$ cat config.mk
export PLATFORM = sky130hd
export DESIGN_NAME = colour_centroid_tracker_flat
export DESIGN_NICKNAME = d
export VERILOG_FILES = /design/src/rtl/colour_centroid_tracker_if.sv /design/src/rtl/colour_centroid_tracker.sv /design/src/flat_wrapper.sv
export SDC_FILE = /design/constraint.sdc
export NUM_CORES = 1
export LEC_CHECK = 0
export CAP_MARGIN = 10
export CORE_ASPECT_RATIO = 0.75
export CORE_UTILIZATION = 50
export DETAILED_ROUTE_END_ITERATION = 10
export PLACE_DENSITY = 0.69
export SETUP_SLACK_MARGIN = 0.4
export SLEW_MARGIN = 15
export SYNTH_ARGS = -nofsm -noshare
export SYNTH_HDL_FRONTEND = slang
export SYNTH_SLANG_ARGS = --single-unit
$ cat constraint.sdc
create_clock -name clock -period 6.43 [get_ports clock]
set_input_delay 0.9645 -clock clock [delete_from_list [all_inputs] [get_ports clock]]
set_output_delay 0.9645 -clock clock [all_outputs]
set_load 0.02 [all_outputs]
$ cat src/rtl/colour_centroid_tracker_if.sv
// ============================================================================
// Module : colour_centroid_tracker_if
// Brief  : Pixel stream in, centroid results out, for colour_centroid_tracker.
// Rev    : 1.0  initial release
// ============================================================================
`default_nettype none

interface colour_centroid_tracker_if #(
  parameter int COORD_W = 10,
  parameter int CNT_W   = 20
);
  logic [7:0]         R;
  logic [7:0]         G;
  logic [7:0]         B;
  logic               ActiveArea;
  logic [COORD_W-1:0] Hcnt;
  logic [COORD_W-1:0] Vcnt;
  logic signed [8:0]  thr_lo;
  logic signed [8:0]  thr_hi;

  logic               mask;
  logic [COORD_W-1:0] xpos;
  logic [COORD_W-1:0] ypos;
  logic               detected;
  logic [CNT_W-1:0]   pixel_count;
  logic               result_valid;
  logic               frame_dropped;
  logic               busy;

  modport master (
    output R, G, B, ActiveArea, Hcnt, Vcnt, thr_lo, thr_hi,
    input  mask, xpos, ypos, detected, pixel_count, result_valid, frame_dropped, busy
  );

  modport slave (
    input  R, G, B, ActiveArea, Hcnt, Vcnt, thr_lo, thr_hi,
    output mask, xpos, ypos, detected, pixel_count, result_valid, frame_dropped, busy
  );
endinterface

`default_nettype wire

$ cat src/rtl/colour_centroid_tracker.sv
// ============================================================================
// Module : colour_centroid_tracker
// Brief  : R-G window pixel classifier with per-frame X/Y centroid divider.
//          Optional SMOOTH_ALPHA_EN enables exponential smoothing of xpos/ypos.
// Rev    : 1.0  initial release
// ============================================================================
`default_nettype none

module colour_centroid_tracker #(
  parameter int H_ACTIVE   = 640,
  parameter int V_ACTIVE   = 480,
  parameter int COORD_W    = 10,
  parameter int SUM_W      = 40,
  parameter int CNT_W      = 20,
  parameter int MIN_PIXELS = 64,
  parameter int SMOOTH_SH  = 2
) (
  input  wire logic                clock,
  input  wire logic                reset,
  colour_centroid_tracker_if.slave bus
);

  localparam logic [1:0] c_IDLE  = 2'd0;
  localparam logic [1:0] c_DIV_X = 2'd1;
  localparam logic [1:0] c_DIV_Y = 2'd2;
  localparam logic [1:0] c_DONE  = 2'd3;

  localparam int                 c_BW      = (COORD_W > 1) ? $clog2(COORD_W) : 1;
  localparam logic [c_BW-1:0]    c_bit_top = c_BW'(COORD_W - 1);
  localparam logic [c_BW-1:0]    c_bit_one = c_BW'(1);
  localparam logic [COORD_W-1:0] c_h_end   = COORD_W'(H_ACTIVE);
  localparam logic [COORD_W-1:0] c_v_end   = COORD_W'(V_ACTIVE);
  localparam logic [CNT_W-1:0]   c_min     = CNT_W'(MIN_PIXELS);
  localparam logic [CNT_W-1:0]   c_one     = CNT_W'(1);

  // ---------------- classification ----------------
  logic signed [8:0] w_diff;
  logic              w_match;
  logic              w_hit;
  logic              w_at_end;
  logic              r_at_end_q;
  logic              w_frame_end;

  assign w_diff      = $signed({1'b0, bus.R}) - $signed({1'b0, bus.G});
  assign w_match     = (w_diff > $signed(bus.thr_lo)) && (w_diff < $signed(bus.thr_hi));
  assign w_hit       = bus.ActiveArea && (bus.Hcnt < c_h_end) && (bus.Vcnt < c_v_end) && w_match;
  assign w_at_end    = (bus.Hcnt == c_h_end) && (bus.Vcnt == c_v_end);
  assign w_frame_end = w_at_end && !r_at_end_q;

  // ---------------- accumulators ----------------
  logic [SUM_W-1:0] r_sum_x;
  logic [SUM_W-1:0] r_sum_y;
  logic [CNT_W-1:0] r_cnt;

  always_ff @(posedge clock) begin
    if (reset) begin
      r_at_end_q <= 1'b0;
      r_sum_x    <= '0;
      r_sum_y    <= '0;
      r_cnt      <= '0;
    end else begin
      r_at_end_q <= w_at_end;
      if (w_frame_end) begin
        r_sum_x <= '0;
        r_sum_y <= '0;
        r_cnt   <= '0;
      end else if (w_hit) begin
        r_sum_x <= r_sum_x + {{(SUM_W-COORD_W){1'b0}}, bus.Hcnt};
        r_sum_y <= r_sum_y + {{(SUM_W-COORD_W){1'b0}}, bus.Vcnt};
        r_cnt   <= r_cnt + c_one;
      end
    end
  end

  // ---------------- control FSM ----------------
  logic [1:0]      r_state;
  logic [1:0]      w_state_next;
  logic [c_BW-1:0] r_bit;
  logic            r_skip;

  always_ff @(posedge clock) begin
    if (reset) r_state <= c_IDLE;
    else       r_state <= w_state_next;
  end

  always_comb begin
    w_state_next = r_state;
    case (r_state)
      c_IDLE:  if (w_frame_end) w_state_next = (r_cnt >= c_min) ? c_DIV_X : c_DONE;
      c_DIV_X: if (r_bit == '0) w_state_next = c_DIV_Y;
      c_DIV_Y: if (r_bit == '0) w_state_next = c_DONE;
      default: w_state_next = c_IDLE;
    endcase
  end

  logic w_start;
  logic w_step;
  logic w_load_y;
  logic w_publish;
  logic w_drop;

  always_comb begin
    w_start   = (r_state == c_IDLE) && w_frame_end;
    w_step    = (r_state == c_DIV_X) || (r_state == c_DIV_Y);
    w_load_y  = (r_state == c_DIV_X) && (r_bit == '0);
    w_publish = (r_state == c_DONE);
    w_drop    = w_frame_end && (r_state != c_IDLE);
  end

  // ---------------- restoring divider ----------------
  // Quotient fits in COORD_W bits, so the divisor starts pre-shifted by
  // COORD_W-1 and walks right one place per cycle.
  logic [SUM_W-1:0]   r_rem;
  logic [SUM_W-1:0]   r_dsh;
  logic [SUM_W-1:0]   r_sum_y_snap;
  logic [CNT_W-1:0]   r_cnt_snap;
  logic [COORD_W-1:0] r_quo;
  logic [COORD_W-1:0] r_qx;
  logic               w_ge;
  logic [COORD_W-1:0] w_quo_next;
  logic [SUM_W-1:0]   w_dsh_acc;
  logic [SUM_W-1:0]   w_dsh_snap;

  assign w_ge       = (r_rem >= r_dsh);
  assign w_quo_next = {r_quo[COORD_W-2:0], w_ge};
  assign w_dsh_acc  = {{(SUM_W-CNT_W){1'b0}}, r_cnt} << (COORD_W - 1);
  assign w_dsh_snap = {{(SUM_W-CNT_W){1'b0}}, r_cnt_snap} << (COORD_W - 1);

  always_ff @(posedge clock) begin
    if (reset) begin
      r_rem        <= '0;
      r_dsh        <= '0;
      r_sum_y_snap <= '0;
      r_cnt_snap   <= '0;
      r_quo        <= '0;
      r_qx         <= '0;
      r_bit        <= '0;
      r_skip       <= 1'b0;
    end else if (w_start) begin
      r_rem        <= r_sum_x;
      r_dsh        <= w_dsh_acc;
      r_sum_y_snap <= r_sum_y;
      r_cnt_snap   <= r_cnt;
      r_skip       <= (r_cnt < c_min);
      r_bit        <= c_bit_top;
    end else if (w_step) begin
      r_quo <= w_quo_next;
      if (w_load_y) begin
        r_qx  <= w_quo_next;
        r_rem <= r_sum_y_snap;
        r_dsh <= w_dsh_snap;
        r_bit <= c_bit_top;
      end else begin
        if (w_ge) r_rem <= r_rem - r_dsh;
        r_dsh <= r_dsh >> 1;
        r_bit <= r_bit - c_bit_one;
      end
    end
  end

  // ---------------- result formatting ----------------
  logic [COORD_W-1:0] r_xpos;
  logic [COORD_W-1:0] r_ypos;
  logic [COORD_W-1:0] w_new_x;
  logic [COORD_W-1:0] w_new_y;
  logic               w_unused;

`ifdef SMOOTH_ALPHA_EN
  logic                     r_primed;
  logic signed [COORD_W:0]  w_dx;
  logic signed [COORD_W:0]  w_dy;
  logic signed [COORD_W:0]  w_fx;
  logic signed [COORD_W:0]  w_fy;

  assign w_dx     = $signed({1'b0, r_qx})  - $signed({1'b0, r_xpos});
  assign w_dy     = $signed({1'b0, r_quo}) - $signed({1'b0, r_ypos});
  assign w_fx     = $signed({1'b0, r_xpos}) + (w_dx >>> SMOOTH_SH);
  assign w_fy     = $signed({1'b0, r_ypos}) + (w_dy >>> SMOOTH_SH);
  assign w_new_x  = r_primed ? w_fx[COORD_W-1:0] : r_qx;
  assign w_new_y  = r_primed ? w_fy[COORD_W-1:0] : r_quo;
  assign w_unused = ^{bus.B, w_fx[COORD_W], w_fy[COORD_W]};

  always_ff @(posedge clock) begin
    if (reset)                     r_primed <= 1'b0;
    else if (w_publish && !r_skip) r_primed <= 1'b1;
  end
`else
  localparam int c_unused_sh = SMOOTH_SH;
  assign w_new_x  = r_qx;
  assign w_new_y  = r_quo;
  assign w_unused = ^bus.B;
`endif

  logic             r_mask;
  logic             r_detected;
  logic [CNT_W-1:0] r_pixel_count;
  logic             r_result_valid;
  logic             r_frame_dropped;

  always_ff @(posedge clock) begin
    if (reset) begin
      r_mask          <= 1'b0;
      r_xpos          <= '0;
      r_ypos          <= '0;
      r_detected      <= 1'b0;
      r_pixel_count   <= '0;
      r_result_valid  <= 1'b0;
      r_frame_dropped <= 1'b0;
    end else begin
      r_mask          <= bus.ActiveArea && w_match;
      r_result_valid  <= w_publish;
      r_frame_dropped <= w_drop;
      if (w_publish) begin
        r_pixel_count <= r_cnt_snap;
        r_detected    <= !r_skip;
        if (!r_skip) begin
          r_xpos <= w_new_x;
          r_ypos <= w_new_y;
        end
      end
    end
  end

  assign bus.mask          = r_mask;
  assign bus.xpos          = r_xpos;
  assign bus.ypos          = r_ypos;
  assign bus.detected      = r_detected;
  assign bus.pixel_count   = r_pixel_count;
  assign bus.result_valid  = r_result_valid;
  assign bus.frame_dropped = r_frame_dropped;
  assign bus.busy          = (r_state != c_IDLE);

endmodule

`default_nettype wire
$ cat src/flat_wrapper.sv
// flat-port wrapper written by rule: the top's interface ports become plain ports
module colour_centroid_tracker_flat 
#(
  parameter int H_ACTIVE   = 640,
  parameter int V_ACTIVE   = 480,
  parameter int COORD_W    = 10,
  parameter int SUM_W      = 40,
  parameter int CNT_W      = 20,
  parameter int MIN_PIXELS = 64,
  parameter int SMOOTH_SH  = 2
)
  (clock, reset, bus_R, bus_G, bus_B, bus_ActiveArea, bus_Hcnt, bus_Vcnt, bus_thr_lo, bus_thr_hi, bus_mask, bus_xpos, bus_ypos, bus_detected, bus_pixel_count, bus_result_valid, bus_frame_dropped, bus_busy);
  colour_centroid_tracker_if #(.COORD_W(COORD_W), .CNT_W(CNT_W)) bus_i ();
  input  wire logic clock;
  input  wire logic reset;
  input wire logic [$bits(bus_i.R)-1:0] bus_R;
  input wire logic [$bits(bus_i.G)-1:0] bus_G;
  input wire logic [$bits(bus_i.B)-1:0] bus_B;
  input wire logic [$bits(bus_i.ActiveArea)-1:0] bus_ActiveArea;
  input wire logic [$bits(bus_i.Hcnt)-1:0] bus_Hcnt;
  input wire logic [$bits(bus_i.Vcnt)-1:0] bus_Vcnt;
  input wire logic [$bits(bus_i.thr_lo)-1:0] bus_thr_lo;
  input wire logic [$bits(bus_i.thr_hi)-1:0] bus_thr_hi;
  output wire logic [$bits(bus_i.mask)-1:0] bus_mask;
  output wire logic [$bits(bus_i.xpos)-1:0] bus_xpos;
  output wire logic [$bits(bus_i.ypos)-1:0] bus_ypos;
  output wire logic [$bits(bus_i.detected)-1:0] bus_detected;
  output wire logic [$bits(bus_i.pixel_count)-1:0] bus_pixel_count;
  output wire logic [$bits(bus_i.result_valid)-1:0] bus_result_valid;
  output wire logic [$bits(bus_i.frame_dropped)-1:0] bus_frame_dropped;
  output wire logic [$bits(bus_i.busy)-1:0] bus_busy;
  assign bus_i.R = bus_R;
  assign bus_i.G = bus_G;
  assign bus_i.B = bus_B;
  assign bus_i.ActiveArea = bus_ActiveArea;
  assign bus_i.Hcnt = bus_Hcnt;
  assign bus_i.Vcnt = bus_Vcnt;
  assign bus_i.thr_lo = bus_thr_lo;
  assign bus_i.thr_hi = bus_thr_hi;
  assign bus_mask = bus_i.mask;
  assign bus_xpos = bus_i.xpos;
  assign bus_ypos = bus_i.ypos;
  assign bus_detected = bus_i.detected;
  assign bus_pixel_count = bus_i.pixel_count;
  assign bus_result_valid = bus_i.result_valid;
  assign bus_frame_dropped = bus_i.frame_dropped;
  assign bus_busy = bus_i.busy;
  colour_centroid_tracker #(.H_ACTIVE(H_ACTIVE), .V_ACTIVE(V_ACTIVE), .COORD_W(COORD_W), .SUM_W(SUM_W), .CNT_W(CNT_W), .MIN_PIXELS(MIN_PIXELS), .SMOOTH_SH(SMOOTH_SH)) u_core (.clock(clock), .reset(reset), .bus(bus_i));
endmodule
==> impl_metrics.ini, run 1 <==
[synth]
yosysUniqueCellTypes = 71
syn-cell-area_mm2 = 0.0164
synth_seq_area_share_pct = 36.7
syn-instance-count = 2160
synth_nets = 2310
synth_edf_count = 0
syn_avg_cell_area_um2 = 7.61
ys.flop_type = dfxtp_1
yosysWarnings = 0
ys_ff_latch = 301
synthArstFlopShare_pct = 0

[outcome]
violations = DRC
status = complete, but fails checks

[timing]
rsz0062_at_grt = no
hold_ws_ns = 0.451
setup_viol = 0
hold_violations = 0
fin_setup_tns_ns = 0
final.setup_skew_ns = 0.0187
fin_crit_ns = 5.02
fmax_mhz = 199
slew_viol_final = 0
min_period_over_period_pct = 78.1
relSlewSlack_pct = 31.4
worstMarginPinSlew_ns = 1.02

[cts]
ctsResizeCount = 0
postCtsSetupBuffers = 0
ctsHoldBuffers = 0
cts.sinks = 301
clk_pin_slew_ns = 0.06
cts_tree = built
cts_buffers = 31
clock_latency_ns = 0.58
clock_path_buffers = 3
cts-root-buf = clkbuf_16
htreeDepth = 1

[worst_setup_path]
crit_chain = clkdlybuf4s50_1 > inv_1 > ha_1 > nor2b_1 > o21ai_0 > a21boi_0 > o21a_1 > nor2_1 > xnor2_1 > ha_1 > a21o_1 > a2111oi_0 > a21oi_1 > a311oi_4 > buf_4 > nand4_1 > buf_4 > or4_2 > a21oi_1
path_max_fanout = 26
rr_worst_depth = 12
rrSetupSlack_ns = 2.52
arrival_ns = 5.53
r2r-end = u_core.r_rem[30]
cp-start-kind = primary input
slowest_stage = or4_2
worstSetupPathType = in -> reg
end_kind = flop
worst_ep_required_time_ns = 6.93
slowest_delay_ns = 0.56
reg2reg_from = u_core.r_rem[0]

[drt]
drc = 2
ant_nets = 0
drt_first_pass_iters = 9
avgRoutedWirePerCell_um = 18.6
vias = 15700
drt-initial-drc-count = 1524
wl_um = 49400
vias_per_cell = 5.92

[hold_path]
hold_path_class = reg -> reg
hp-start = u_core.r_qx[6]
min_delay_path_depth = 2
min_to = u_core.bus.xpos[6]

[placement]
routabilityCongestion = 0.989
place_hpwl_um = 35600
port_buffers = 101

[flow_run]
max_cap_viol_count = 0

[floorplan]
initial_core_util_pct = 50.8
die_y_um = 159
dieWidth_um = 211
boundaryPins = 110
dieArea_mm2 = 0.0336
core_area_mm2 = 0.0324
std_cell_rows = 57

[power]
p_per_area_mw_per_mm2 = 366
p_leak_nw = 6.89
max-vdd-ir-drop_mv = 0.231

[grt]
grt_overflow_total = 0
grt_pass1_vias = 14500
grt_pass1_wl_um = 78600
track_usage_pct = 29.0
grt_max_degree = 130
antenna_found_initial = 1

[final_layout]
n_fill_cell = 3109
nets = 2338
final-seq-area_mm2 = 0.00603
diodes = 0
syn_to_final_growth_pct = 15.0
drive_above_1_share_pct = 5.79
multiInputGateArea_mm2 = 0.00958
where the power goes:
part / switching [W] / internal (W)
registers: 0.0000574 / 0.00194
logic: 0.00181 / 0.00108
clock network: 0.000799 / 0.00123
total: 0.00267 / 0.00424
worst max path at each step:
stage	start	endpoint	slack [ns]	cells after the start
after CTS	bus_G[1]	u_core.r_sum_y[30]	1.41	19
after global placement	bus_G[1]	u_core.r_sum_y[29]	0.86	18
final	bus_G[1]	u_core.r_sum_y[30]	1.41	19
after detailed placement	bus_G[1]	u_core.r_sum_x[34]	0.85	19
after global routing	bus_G[1]	u_core.r_sum_y[29]	1.02	18
after floorplan	bus_G[1]	u_core.r_sum_x[38]	1.76	18
synth_stat cells, drive strengths merged (8+ instances only):
cell type | number | area, um^2
a211oi | 19 | 143
a21o | 16 | 120
a21oi | 256 | 1280
a31oi | 26 | 163
and2 | 18 | 113
and3 | 28 | 175
buf | 21 | 97.6
clkbuf | 114 | 428
dfxtp | 301 | 6030
ha | 81 | 1010
inv | 98 | 368
mux2i | 30 | 300
nand2 | 398 | 1490
nand2b | 13 | 81.3
nand3 | 78 | 390
nand4 | 47 | 324
nor2 | 136 | 510
nor2b | 25 | 156
nor3 | 20 | 100
nor4 | 19 | 140
o211ai | 33 | 248
o21ai | 112 | 561
o21bai | 8 | 60.1
o22ai | 9 | 56.3
o31ai | 25 | 188
or2 | 9 | 56.3
or3 | 46 | 297
or4 | 24 | 190
xnor2 | 29 | 254
xor2 | 37 | 324
cells by family (layout without fill, tap and decap cells):
| logic type | Yosys count | in the layout | synth area share, % |
|---|---|---|---|
| simple gates | 878 | 878 | 25.4 |
| compound gates | 566 | 566 | 20.5 |
| flops | 301 | 301 | 36.7 |
| buf+inv | 233 | 285 | 5.43 |
| fa+ha+maj | 85 | 85 | 6.65 |
| xor+xnor | 66 | 66 | 3.52 |
| mux | 31 | 31 | 1.89 |
state kept, by name, indices dropped and copies added, names as in the netlist, 2 cells and up:
signal	flops
u_core.r_sum_y_snap	40
u_core.bus.xpos	10
u_core.bus.ypos	10
u_core.r_bit	4
u_core.r_qx	10
u_core.r_sum_y	40
u_core.r_dsh	29
u_core.r_cnt_snap	20
u_core.r_rem	40
u_core.r_quo	10
u_core.r_sum_x	40
u_core.bus.pixel_count	20
u_core.r_state	2
u_core.r_cnt	20
routing by layer:
metal	vias up	GRT usage (%)	share of wire [%]	wire length, um
li1	7677	-	-	-
met1	7448	43.7	48	23900
met2	524	39.8	40	19500
met3	71	8.76	9.8	4830
met4	0	6.98	2.2	1100
met5	-	0	0	0
worst max-delay path: cells and delay by family:
kind	cells	cell delay, ns
buffers and inverters	4	1.06
AND/OR/NAND/NOR	4	1.01
XOR/XNOR	1	0.19
adder cells (fa/ha/maj)	2	0.57
AO/OA/AOI/OAI	8	1.73
area by class of cell:
| cell class | count | area share [%] |
|---|---|---|
| inverter | 98 | 1.94 |
| timing repair buffer | 130 | 6.50 |
| sequential | 301 | 31.9 |
| clock buffer | 36 | 4.47 |
| clock inverter | 21 | 1.63 |
| multi-input combinational | 1626 | 50.7 |
| tap | 442 | 2.92 |
cell usage in the layout (no fill, tap or decap), types with 26 or more instances in the layout:
master           count
a21oi_1            255
o21ai_0            110
clkdlybuf4s50_1    100
buf_4               29
nand3_1             78
clkbuf_16           31
inv_1               98
or3_1               39
mux2i_1             30
nand4_1             45
ha_1                80
nor2_1             135
o211ai_1            33
xnor2_1             29
xor2_1              37
a31oi_1             26
dfxtp_1            301
and3_1              28
nand2_1            397
through the flow:
step                      utilization (%)  cell area (um^2)  setup slack [ns]  total power [W]  std cells
final                                58.4             18900              1.41          0.00691       2654
after global routing                 58.4             18900              1.02          0.00725       2654
after detailed placement             54.8             17800             0.847          0.00483       2597
after floorplan                         -             16400              1.76          0.00406       2160
after CTS                            58.4             18900              1.41          0.00686       2654
after global placement               54.8             17800             0.860          0.00480       2597
Power figures use the tool's default switching activity.
==> run 2: changes to the inputs <==
clock period = 5 ns   (was 6.43 ns; I/O delays follow)
==> run 2 against run 1 <==
Against the previous run: the run still ends with DRC left; sequential power rose by 28%; critical endpoint is now u_core.r_sum_y[31]; largest power group unchanged; sequential cell count did not move; first-iteration DRC count fell by 4.6%.
==> impl_metrics.ini, run 2 (synthesized netlist as in run 1, its figures left out) <==
[drt]
dr_wl_met3_um = 4090
wl_met1_um = 24300
avgRoutedWirePerCell_um = 18.5
wl_um = 49500
highest_layer = met4
ant_nets = 0
vias_per_cell = 5.98
drt-initial-drc-count = 1454
drt_first_pass_iters = 10
wl_met2_um = 20600
vias = 16000
drc = 2

[cts]
cts_tree = built
cts-root-buf = clkbuf_16
htreeDepth = 1
clock_path_buffers = 3
cts.sinks = 301
ctsHoldBuffers = 0
clk_pin_slew_ns = 0.06
clock_latency_ns = 0.57
cts_buffers = 30

[timing]
min_period_over_period_pct = 88.1
hold_ws_ns = 0.449
fin_crit_ns = 4.40
rsz0062_at_grt = no
fin_setup_tns_ns = 0
final.setup_skew_ns = 0.0110
worstMarginPinSlew_ns = 0.989
relSlewSlack_pct = 34.1
hold_violations = 0
setup_viol = 0
slew_viol_final = 0
fmax_mhz = 227

[grt]
grt_overflow_total = 0
antenna_found_initial = 0
track_usage_pct = 29.0
grt_pass1_vias = 14500
grt_max_degree = 97
grt_pass1_wl_um = 78700

[power]
pwr-share-comb_pct = 42.4
p_leak_nw = 7.03
switching_share_pct = 38.2
power.switching_w = 0.00339
p_seq_share_pct = 29.0
clkPwrFrac_pct = 28.7
p_per_area_mw_per_mm2 = 463
max-vdd-ir-drop_mv = 0.263
p_int_w = 0.00548

[floorplan]
boundaryPins = 110
dieWidth_um = 211
std_cell_rows = 57
core_area_mm2 = 0.0324
initial_core_util_pct = 50.8
dieArea_mm2 = 0.0336
die_y_um = 159

[worst_setup_path]
cp-start-kind = primary input
worstSetupPathType = in -> reg
rr_worst_depth = 10
worst_ep_required_time_ns = 5.49
end_kind = flop
arrival_ns = 4.90
path_max_fanout = 6

[final_layout]
final-seq-area_mm2 = 0.00603
drive_above_1_share_pct = 6.93
design_area_mm2 = 0.0192
mostFrequentLayoutCells = nand2_1 (397), dfxtp_1 (301), a21oi_1 (252)
syn_to_final_growth_pct = 16.7
n_fill_cell = 3015
diodes = 0
multiInputGateArea_mm2 = 0.00963
layout_commonest_cell = nand2_1
nets = 2362

[placement]
place_hpwl_um = 35800
port_buffers = 101
dpl_cell_area_mm2 = 0.0180
routabilityCongestion = 0.987

[hold_path]
min_delay_path_depth = 2
hold_path_class = reg -> reg

[outcome]
violations = DRC
status = complete, but fails checks

[flow_run]
max_cap_viol_count = 0
[run 2: cell types whose count changed in the layout (fill, tap and decap cells not counted), sizes merged]
cell	delta
buf	+25
clkbuf	+3
clkinvlp	-2
clkinv	-1
inv	-1
[run 2: final timing paths]
kind	start	end	slack (ns)
worst max-delay path	bus_R[0]	u_core.r_sum_y[31]	0.60
worst min-delay path	u_core.r_qx[1]	u_core.bus.xpos[1]	0.45
worst max register to register	u_core.r_dsh[19]	u_core.r_rem[38]	1.33
worst min register to register	u_core.r_qx[1]	u_core.bus.xpos[1]	0.45
[run 2: final cells by class]
cell class              count  share of cell area (%)
inverters                  98                    1.92
clock buffers              39                    4.41
clock inverters            17                    1.39
well taps                 442                    2.88
repair buffers            155                    7.82
multi-input cells        1626                    50.2
flip-flops and latches    301                    31.4
[run 2: power by group through the flow]
stage / logic [W] / registers (W) / clock network, W
finish: 0.00376 / 0.00257 / 0.00254
global route: 0.00407 / 0.00258 / 0.00268
CTS: 0.00363 / 0.00257 / 0.00256
detailed placement: 0.00360 / 0.00262 / 0
global placement: 0.00358 / 0.00262 / 0
floorplan: 0.00262 / 0.00260 / 0
[run 2: through the flow]
| step | total power [W] | setup slack, ns | std cells | util, % |
|---|---|---|---|---|
| 2_1_floorplan | 0.00523 | 0.549 | 2160 | - |
| 3_3_place_gp | 0.00620 | -0.126 | 2622 | 55.7 |
| 3_5_place_dp | 0.00623 | -0.194 | 2622 | 55.7 |
| 4_1_cts | 0.00877 | 0.422 | 2678 | 59.1 |
| 5_1_grt | 0.00933 | 0.379 | 2678 | 59.3 |
| 6_report | 0.00888 | 0.597 | 2678 | 59.3 |
[run 2: timing repair]
action / CTS / global route
setup endpoints to repair: 10 / 72
gates resized for setup: 2 / 12
pin swaps: 0 / 5
setup buffers: 0 / 0
[run 2: layer usage]
layer	track usage, %	vias to the layer above
li1	-	7726
met1	45.3	7703
met2	41.9	539
met4	4.51	0
met5	0	-
met3	4.89	45
[run 2: critical path, cell delays in order]
cell and delay [ns]:
clkdlybuf4s50_1 0.45, inv_1 0.04, ha_1 0.19, fa_1 0.38
nor2b_1 0.12, o21ai_0 0.08, nand2b_1 0.11, a21oi_2 0.09
nor2_2 0.11, nor2_1 0.06, xnor2_1 0.25, ha_1 0.34
a2111oi_4 0.32, a21oi_2 0.11, a311oi_4 0.29, buf_6 0.18
nand4_1 0.16, or4_2 0.69, a21oi_1 0.16
==> run 3: changes to the inputs <==
ABC_CLOCK_PERIOD_IN_PS = 5000   (was not set)
CORE_UTILIZATION = 60   (was 50)
PLACE_DENSITY = 0.81   (was 0.69)
TNS_END_PERCENT = 30   (was not set)
==> run 3 against run 2 <==
Against the previous run: the run still ends with DRC left; sequential share of layout area rose by 0.36 points; hold slack improved by 0.0037 ns; combinational power rose by 1%; wire length rose by 0.64%; non-clock buffer count rose by 2; final cell count fell by 3.5%; total power fell by 3.3%; register-to-register slack got worse by 0.46 ns; sequential cell count did not move; sequential power barely moved; via count rose by 2.4%; die area fell by 16%; highest routed layer unchanged.
==> impl_metrics.ini, run 3 (synthesized netlist as in run 1, its figures left out) <==
[outcome]
status = complete, but fails checks
violations = DRC

[final_layout]
mostFrequentLayoutCells = nand2_1 (397), dfxtp_1 (301), a21oi_1 (248)
multiInputGateArea_mm2 = 0.00969
syn_to_final_growth_pct = 15.4
layoutNonFillerInstCount = 2585
drive_above_1_share_pct = 7.39
final-seq-area_mm2 = 0.00603
diodes = 0
n_fill_cell = 2170
layout_commonest_cell = nand2_1
fin_util_pct = 70.4
nets = 2362

[timing]
fmax_mhz = 222
relSlewSlack_pct = 36.4
min_period_over_period_pct = 89.9
fin_setup_tns_ns = 0
slew_viol_final = 0
setup_viol = 0
fin_crit_ns = 4.50
worstMarginPinSlew_ns = 0.951
hold_violations = 0
rsz0062_at_grt = yes
final.setup_skew_ns = 0.00796

[cts]
clk_pin_slew_ns = 0.07
cts_buffers = 28
ctsHoldBuffers = 0
cts.sinks = 301
cts_tree = built
cts-root-buf = clkbuf_16
htreeDepth = 1
clock_path_buffers = 3
clock_latency_ns = 0.55

[floorplan]
initial_core_util_pct = 61.0
dieWidth_um = 193
std_cell_rows = 52
core_area_mm2 = 0.0269
boundaryPins = 110
dieArea_mm2 = 0.0281
die_y_um = 145

[worst_setup_path]
end_kind = flop
crit_chain = clkdlybuf4s50_1 > inv_1 > ha_1 > nor2b_1 > o21ai_0 > nand2b_1 > a21oi_2 > nor2_2 > o21ai_0 > nand2b_1 > a21oi_2 > ha_1 > nand4_1 > nor2_1 > nand2_1 > o2111ai_2 > a311oi_4 > nand4_1 > buf_4 > buf_4 > or4_1 > a21oi_1
cp_top_family = simple AND/OR/NAND/NOR gates
cp-start-kind = primary input
worstSetupPathType = in -> reg
critPathBufInv = 4
slowest_stage = or4_1
rr_worst_depth = 12
worst_ep_required_time_ns = 5.48
rrSetupSlack_ns = 0.87
r2r-end = u_core.r_rem[30]
reg2reg_from = u_core.r_rem[0]
arrival_ns = 4.98
slowest_delay_ns = 0.46
path_max_fanout = 5

[placement]
port_buffers = 101
placedCellCount = 2526
routabilityCongestion = 0.984
place_hpwl_um = 34900

[grt]
grt_pass1_vias = 14700
grt_max_degree = 108
grt_pass1_wl_um = 78200
track_usage_pct = 34.5
antenna_found_initial = 0
grt_overflow_total = 0

[drt]
vias_per_cell = 6.35
drc = 2
ant_nets = 0
vias = 16400
drt-initial-drc-count = 1814
avgRoutedWirePerCell_um = 19.3
drt_first_pass_iters = 11
wl_um = 49800

[hold_path]
hold_path_class = reg -> reg
hp-start = u_core.r_sum_y_snap[20]
min_to = u_core.r_sum_y_snap[20]
min_delay_path_depth = 2

[power]
p_per_area_mw_per_mm2 = 453
p_seq_share_pct = 29.9
p_leak_nw = 6.97
clkPwrFrac_pct = 25.7
p_int_w = 0.00520
pwr-share-comb_pct = 44.4
switching_share_pct = 39.5
max-vdd-ir-drop_mv = 0.320
power.switching_w = 0.00339

[flow_run]
max_cap_viol_count = 0
==> run 3: cell count changes in the layout (fill, tap and decap cells not counted), moves of 3 or more <==
cell | previous run | this run
bufinv_16 | 7 | 1
a21oi_2 | 3 | 8
clkbuf_8 | 4 | 11
ha_1 | 80 | 77
buf_4 | 46 | 49
a21oi_1 | 252 | 248
==> run 3: power by group through the flow <==
| stage | combinational [W] | sequential [W] | clock (W) |
|---|---|---|---|
| floorplan | 0.00262 | 0.00260 | 0 |
| global route | 0.00407 | 0.00258 | 0.00230 |
| CTS | 0.00363 | 0.00257 | 0.00221 |
| finish | 0.00381 | 0.00257 | 0.00220 |
| global placement | 0.00357 | 0.00262 | 0 |
| detailed placement | 0.00360 | 0.00262 | 0 |
==> run 3: area by class of cell <==
type	count	share of cell area [%]
inverter	98	1.94
timing repair buffer	157	7.89
multi-input combinational	1626	51.1
tap	351	2.31
clock buffer	45	4.72
sequential	301	31.8
clock inverter	7	0.317
==> run 3: worst max-delay path by stage <==
stage,cells after the start,endpoint,slack [ns],start
after floorplan,18,u_core.r_sum_x[38],0.55,bus_G[1]
after global placement,19,u_core.r_sum_y[33],-0.11,bus_G[1]
after detailed placement,19,u_core.r_sum_y[33],-0.17,bus_G[1]
after CTS,19,u_core.r_sum_y[33],0.43,bus_G[1]
after global routing,20,u_core.r_sum_y[34],0.28,bus_G[1]
final,22,u_core.r_sum_y[39],0.50,bus_G[2]
==> run 3: repair_timing <==
item	CTS	global route
setup buffers	0	6
cloned	0	1
endpoints found under the setup margin	3	79
resized for setup	1	27
pin swaps	1	11
==> run 3: worst reg2reg max path, stage by stage (launching register included) <==
cell and delay [ns]:
dfxtp_1 0.33, inv_1 0.05, ha_1 0.20, fa_1 0.42
nand2b_1 0.19, a211oi_1 0.69, o2111ai_1 0.34, a21oi_1 0.26
o31ai_1 0.21, a21oi_2 0.63, buf_4 0.31, nand3_1 0.11
o32ai_1 0.30
==> run 3: per-layer routing <==
| metal | track usage, % | part of all wire, % |
|---|---|---|
| met1 | 54.2 | 46 |
| met5 | 0 | 0 |
| met2 | 49.4 | 43 |
| met3 | 4.99 | 9.9 |
| met4 | 6.88 | 1.8 |
==> run 3: metrics by stage <==
step	worst slack [ns]	area (um^2)	power (W)	hold WS (ns)
finish	0.504	19000	0.00859	0.453
global placement	-0.114	17900	0.00619	0.437
detailed placement	-0.166	17900	0.00622	0.442
CTS	0.429	18800	0.00841	0.450
global route	0.275	19000	0.00895	0.473
floorplan	0.549	16400	0.00523	0.427
